===== src/rtl/uint_codec_pkg.sv =====
// -----------------------------------------------------------------------------
// uint_codec_pkg
//   Constants and types shared by the varint encoder and decoder.
//   Encoded words are sequences of 7-bit groups; bit 7 of each byte is the
//   continuation flag. The least-significant group comes first.
// -----------------------------------------------------------------------------
package uint_codec_pkg;

    localparam int GROUP_BITS   = 7;
    localparam int CONT_BIT     = 7;
    localparam int UINT_BITS    = 64;
    localparam int MAX_BYTES    = 10;
    localparam int ENCODED_BITS = MAX_BYTES * 8;

    typedef enum logic [1:0] {
        IDLE   = 2'd0,
        DECODE = 2'd1,
        OUTPUT = 2'd2
    } state_e;

endpackage : uint_codec_pkg


===== src/rtl/uint_decode.sv =====
// -----------------------------------------------------------------------------
// uint_decode
//   Varint decoder. It accepts one encoded word (byte k at
//   s_axis_tdata[ENCODED_BITS-1-8k -: 8]), walks it one byte per cycle, and
//   presents the decoded unsigned value plus the number of bytes consumed.
//   One word is in flight at a time: a new word is accepted only once the
//   previous result has been taken downstream.
//
// Ports
//   clk            in   clock
//   aresetn        in   asynchronous active-low reset
//   s_axis_tvalid  in   encoded word valid
//   s_axis_tready  out  decoder can accept a word (idle)
//   s_axis_tdata   in   encoded bytes, first byte in the top byte lane
//   m_axis_tvalid  out  decoded result valid
//   m_axis_tready  in   downstream accepts result
//   m_axis_tdata   out  decoded value
//   m_axis_tuser   out  encoded bytes consumed (1..MAX_BYTES)
//   m_axis_terr    out  malformed-input flag
//
// Build option
//   UINT_DECODE_ERR_EN  when defined, an unterminated word or overflow bits in
//                       the final byte raise m_axis_terr and force the value
//                       to 0. When undefined m_axis_terr stays 0 and the value
//                       is silently truncated.
// -----------------------------------------------------------------------------
module uint_decode
    import uint_codec_pkg::*;
#(
    parameter int UINT_BITS_P    = UINT_BITS,
    parameter int ENCODED_BITS_P = ENCODED_BITS,
    parameter int TUSER_BITS     = $clog2(ENCODED_BITS_P / 2)
) (
    input  logic                      clk,
    input  logic                      aresetn,
    input  logic                      s_axis_tvalid,
    output logic                      s_axis_tready,
    input  logic [ENCODED_BITS_P-1:0] s_axis_tdata,
    output logic                      m_axis_tvalid,
    input  logic                      m_axis_tready,
    output logic [UINT_BITS_P-1:0]    m_axis_tdata,
    output logic [TUSER_BITS-1:0]     m_axis_tuser,
    output logic                      m_axis_terr
);

    localparam int BYTES = ENCODED_BITS_P / 8;
    localparam int IDX_W = $clog2(BYTES + 1);
    // Number of bits of the final group that still land inside the result.
    localparam int LAST_KEEP = UINT_BITS_P - GROUP_BITS * (BYTES - 1);

    state_e                      state_q, state_d;
    logic [ENCODED_BITS_P-1:0]   shift_q, shift_d;
    logic [UINT_BITS_P-1:0]      acc_q, acc_d;
    logic [IDX_W-1:0]            idx_q, idx_d;
    logic                        ready_q, ready_d;
    logic                        tvalid_q, tvalid_d;
    logic [UINT_BITS_P-1:0]      tdata_q, tdata_d;
    logic [TUSER_BITS-1:0]       tuser_q, tuser_d;
    logic                        terr_q, terr_d;

    logic [7:0]                  cur_byte;
    logic [GROUP_BITS-1:0]       cur_grp;
    logic [UINT_BITS_P-1:0]      placed;
    logic [UINT_BITS_P-1:0]      acc_next;
    logic                        last_byte;
    logic                        err_now;

    // The byte under decode is always the top lane of the shift register.
    assign cur_byte  = shift_q[ENCODED_BITS_P-1 -: 8];
    assign cur_grp   = cur_byte[GROUP_BITS-1:0];
    // Widen first, then shift: group bits pushed past the result width fall off.
    assign placed    = UINT_BITS_P'(cur_grp) << (GROUP_BITS * int'(idx_q));
    assign acc_next  = acc_q | placed;
    assign last_byte = (idx_q == IDX_W'(BYTES - 1));

`ifdef UINT_DECODE_ERR_EN
    logic overflow;
    // Any final-group bit above the ones that fit in the result is overflow.
    assign overflow = |(cur_grp >> LAST_KEEP);
    assign err_now  = last_byte & (cur_byte[CONT_BIT] | overflow);
`else
    assign err_now  = 1'b0;
`endif

    always_comb begin
        // NOTE: every signal gets a default first so no path leaves it unassigned (no latch).
        state_d  = state_q;
        shift_d  = shift_q;
        acc_d    = acc_q;
        idx_d    = idx_q;
        tvalid_d = tvalid_q;
        tdata_d  = tdata_q;
        tuser_d  = tuser_q;
        terr_d   = terr_q;

        unique case (state_q)
            IDLE: begin
                if (s_axis_tvalid && ready_q) begin
                    shift_d = s_axis_tdata;
                    acc_d   = '0;
                    idx_d   = '0;
                    state_d = DECODE;
                end
            end
            DECODE: begin
                acc_d   = acc_next;
                shift_d = shift_q << 8;
                idx_d   = idx_q + IDX_W'(1);
                if (!cur_byte[CONT_BIT] || last_byte) begin
                    state_d  = OUTPUT;
                    tvalid_d = 1'b1;
                    tdata_d  = err_now ? '0 : acc_next;
                    tuser_d  = TUSER_BITS'(idx_q) + TUSER_BITS'(1);
                    terr_d   = err_now;
                end
            end
            OUTPUT: begin
                if (m_axis_tready) begin
                    tvalid_d = 1'b0;
                    state_d  = IDLE;
                end
            end
            default: state_d = IDLE;
        endcase

        // Registered ready keeps s_axis_tready low while reset is asserted and
        // for the first cycle after, then tracks "next state is IDLE".
        ready_d = (state_d == IDLE);
    end

    // NOTE: sequential state uses non-blocking assignments so all registers update together.
    always_ff @(posedge clk or negedge aresetn) begin
        if (!aresetn) begin
            state_q  <= IDLE;
            shift_q  <= '0;
            acc_q    <= '0;
            idx_q    <= '0;
            ready_q  <= 1'b0;
            tvalid_q <= 1'b0;
            tdata_q  <= '0;
            tuser_q  <= '0;
            terr_q   <= 1'b0;
        end else begin
            state_q  <= state_d;
            shift_q  <= shift_d;
            acc_q    <= acc_d;
            idx_q    <= idx_d;
            ready_q  <= ready_d;
            tvalid_q <= tvalid_d;
            tdata_q  <= tdata_d;
            tuser_q  <= tuser_d;
            terr_q   <= terr_d;
        end
    end

    assign s_axis_tready = ready_q;
    assign m_axis_tvalid = tvalid_q;
    assign m_axis_tdata  = tdata_q;
    assign m_axis_tuser  = tuser_q;
    assign m_axis_terr   = terr_q;

endmodule : uint_decode

===== config.mk =====
export PLATFORM = sky130hd
export DESIGN_NAME = uint_decode
export DESIGN_NICKNAME = d
export VERILOG_FILES = /design/src/rtl/uint_codec_pkg.sv /design/src/rtl/uint_decode.sv
export SDC_FILE = /design/constraint.sdc
export NUM_CORES = 1
export LEC_CHECK = 0
export BUFFER_PORTS_ARGS = -buffer_cell sky130_fd_sc_hd__buf_4
export CORE_ASPECT_RATIO = 0.5
export CORE_UTILIZATION = 40
export DETAILED_ROUTE_END_ITERATION = 10
export GPL_ROUTABILITY_DRIVEN = 0
export SLEW_MARGIN = 15
export SYNTH_ARGS = -nofsm -noshare
export SYNTH_HDL_FRONTEND = slang
export SYNTH_SLANG_ARGS = --single-unit

===== constraint.sdc =====
create_clock -name clk -period 1.8 [get_ports clk]
set_clock_uncertainty 0.2 [all_clocks]
set_input_delay 0.36 -clock clk [delete_from_list [all_inputs] [get_ports clk]]
set_output_delay 0.36 -clock clk [all_outputs]
set_load 0.05 [all_outputs]

==> out/qor.yml <==
status: "finished with violations"
violations: "design-rule violations, negative setup slack"
worstSkewPairLatency_ps: 520
synth_edf_count: 0
worstPathMaxFanout: 7
ios: 157
yosysTopAreaCell: "dfrtp_1"
drc: 8
yosysSeqAreaShare_pct: 58.2
n_fill_cell: 2032
clock_sinks: 221
hold_ws_ps: 110
wl_per_cell_um: 16.7
ys_async_sr_fraction_pct: 100
required_ps: 2000
htree_num_levels: 1
clkSlewWorstSetupHoldPaths_ps: 70
ys.flop_type: "dfrtp_1"
dieArea_um2: 24400
fin_setup_tns_ps: -68.3
rsz0062_at_grt: "true"
switching_share_pct: 42.4
num_rows: 39
p_leak_nw: 6.09
hold_viol: 0
pwr-share-comb_pct: 46.5
synth_commonest_cells: "nand2_1 (239), dfrtp_1 (221), nor2_1 (76)"
pwr-share-clk_pct: 19.6
tritoncts: "built"
synth-seq-cells: 221
wl_um: 26300
globalRouteOverflowTotal: 0
hp-class: "in -> async"
layoutNonFillerInstCount: 1574
setup_viol: 5
synth_cells: 991
final_max_slew_viol_count: 0
antenna_found_initial: 0
grt_pass1_wl_um: 42100
place_inst: 1435
grt_max_degree: 58
vias: 7954
internal_power_mw: 14.2
synth_area_um2: 9500
peakVddDrop_mv: 0.812
nNetsFinal: 1337
grt_pass1_vias: 8099
diodes: 0
via_per_inst: 5.05
seqPwrFrac_pct: 33.9
dp_slack_ps: -10.2
synthDistinctLibCells: 37
finalCriticalPeriod_ps: 1830
syn2layout_area_growth_pct: 38.9
synth_top_area_share_pct: 58.2
drv_cap: 0
ant_nets: 0
cts_inserted_buffers: 22
yosysWarnings: 0
drive_gt1_share_pct: 22.0
start_kind: "register"
clockRootBuffer: "clkbuf_16"
synth.avg_cell_area_um2: 9.58
grt_util_all_layers_pct: 21.8
dp_hpwl_um: 16600
die_h_um: 111
cp.arrival_ps: 2030
finalCritPeriodShare_pct: 102
yosysMostFrequentCell: "nand2_1"
p_per_area_nw_per_um2: 1860
fmax_mhz: 547
clockBufferDepth: 3
seq_area_um2: 5530
finish.utilization_pct: 57.3
critPathCaptureType: "register"
multi_input_area_um2: 3460
port_buffers: 154
setup_ws_ps: -28.5
core_um2: 23000
netlist_top_cells_area: "dfrtp_1 (58%), nand2_1 (9.4%), mux2i_1 (7.1%), a31oi_1 (4.9%), a21oi_1 (3.4%)"
drt_iter0_markers: 470
crit_type: "reg -> reg"
die_w_um: 220
dr.pass1.iters: 8
switching_power_mw: 10.4
start_util_pct: 41.2
[worst paths after layout]
check / to / start / cells past startpoint / slack, ps
worst max-delay path: m_axis_tuser[3]$_DFFE_PN0P_ / idx_q[1]$_DFFE_PN0P_ / 7 / -30
min in group clk: state_q[0]$_DFF_PN0_ / s_axis_tvalid / 4 / 260
worst min register to register: acc_q[19]$_DFFE_PN0P_ / acc_q[19]$_DFFE_PN0P_ / 2 / 290
worst max register to register: m_axis_tuser[3]$_DFFE_PN0P_ / idx_q[1]$_DFFE_PN0P_ / 7 / -30
worst min-delay path: shift_q[53]$_DFFE_PN0P_ / aresetn / 2 / 110
max in group asynchronous: shift_q[19]$_DFFE_PN0P_ / aresetn / 3 / 700
[critical path, cell delays in order, from the launching register on]
cell       delay (ps)
dfrtp_2           410
inv_2              60
ha_4              110
nand3b_1          140
a21oi_4           170
buf_6             160
clkbuf_16         170
mux2_4            300
[sequential cells by signal, summed over array words and instances (netlist names)]
name	flops
acc_q	64
idx_q	4
m_axis_tdata	64
m_axis_tuser	5
m_axis_tvalid	1
s_axis_tready	1
shift_q	80
state_q	2
[cell type report]
cell class,instances,area share (%)
timing repair buffer,305,21.4
tap,307,2.91
clock buffer,33,4.95
clock inverter,7,0.711
sequential,221,41.9
multi-input combinational,634,26.2
inverter,67,1.91
[placed cells by master (no fill, tap or decap), types with 16 or more instances in the layout]
| master | netlist | final |
|---|---|---|
| o21ai_1 | 64 | 64 |
| dlygate4sd3_1 | 0 | 82 |
| a21oi_1 | 65 | 64 |
| buf_12 | 0 | 16 |
| a31oi_1 | 74 | 74 |
| inv_1 | 67 | 66 |
| clkbuf_16 | 0 | 27 |
| dfrtp_1 | 221 | 220 |
| nand2_1 | 239 | 237 |
| mux2i_1 | 67 | 65 |
| nor2_1 | 76 | 75 |
| buf_4 | 10 | 192 |
[power groups by stage]
stage,registers [mW],clock network (mW),logic [mW]
4_1_cts,8.34,4.90,11.1
6_report,8.34,4.81,11.4
3_3_place_gp,8.37,0,10.6
2_1_floorplan,10.2,0,5.28
3_5_place_dp,8.40,0,10.8
5_1_grt,8.58,5.11,12.4
[repair_timing]
action,in CTS,in global routing
hold buffers,82,0
endpoints found under the setup margin,14,76
resized for setup,0,19
cloned,0,4
endpoints found under the hold margin,302,0
setup buffers,6,7
pin swaps,1,1
[routing by layer]
| layer | vias up | global-route usage, % | wire length, um | part of all wire (%) |
|---|---|---|---|---|
| met1 | 3905 | 29.4 | 12000 | 46 |
| li1 | 3803 | - | - | - |
| met4 | 0 | 5.93 | 637 | 2.4 |
| met3 | 55 | 3.87 | 1240 | 4.7 |
| met2 | 191 | 35.9 | 12500 | 47 |
| met5 | - | 0 | 0 | 0 |
[kinds of logic (layout without fill, tap and decap cells)]
group	Yosys count	count (layout)	synth area share, %
other cells	1	2	0.0395
fa+ha+maj	2	2	0.263
compound gates	205	205	11.8
mux	71	71	7.54
simple gates	352	352	15.6
flops	221	221	58.2
buf+inv	137	412	6.27
xor+xnor	2	2	0.184
[per-stage QoR]
stage	total power, mW	instance area [um2]
2_1_floorplan	15.4	9540
3_3_place_gp	19.0	11400
3_5_place_dp	19.2	11400
4_1_cts	24.3	13000
5_1_grt	26.1	13200
6_report	24.6	13200
Power figures use the tool's default switching activity.
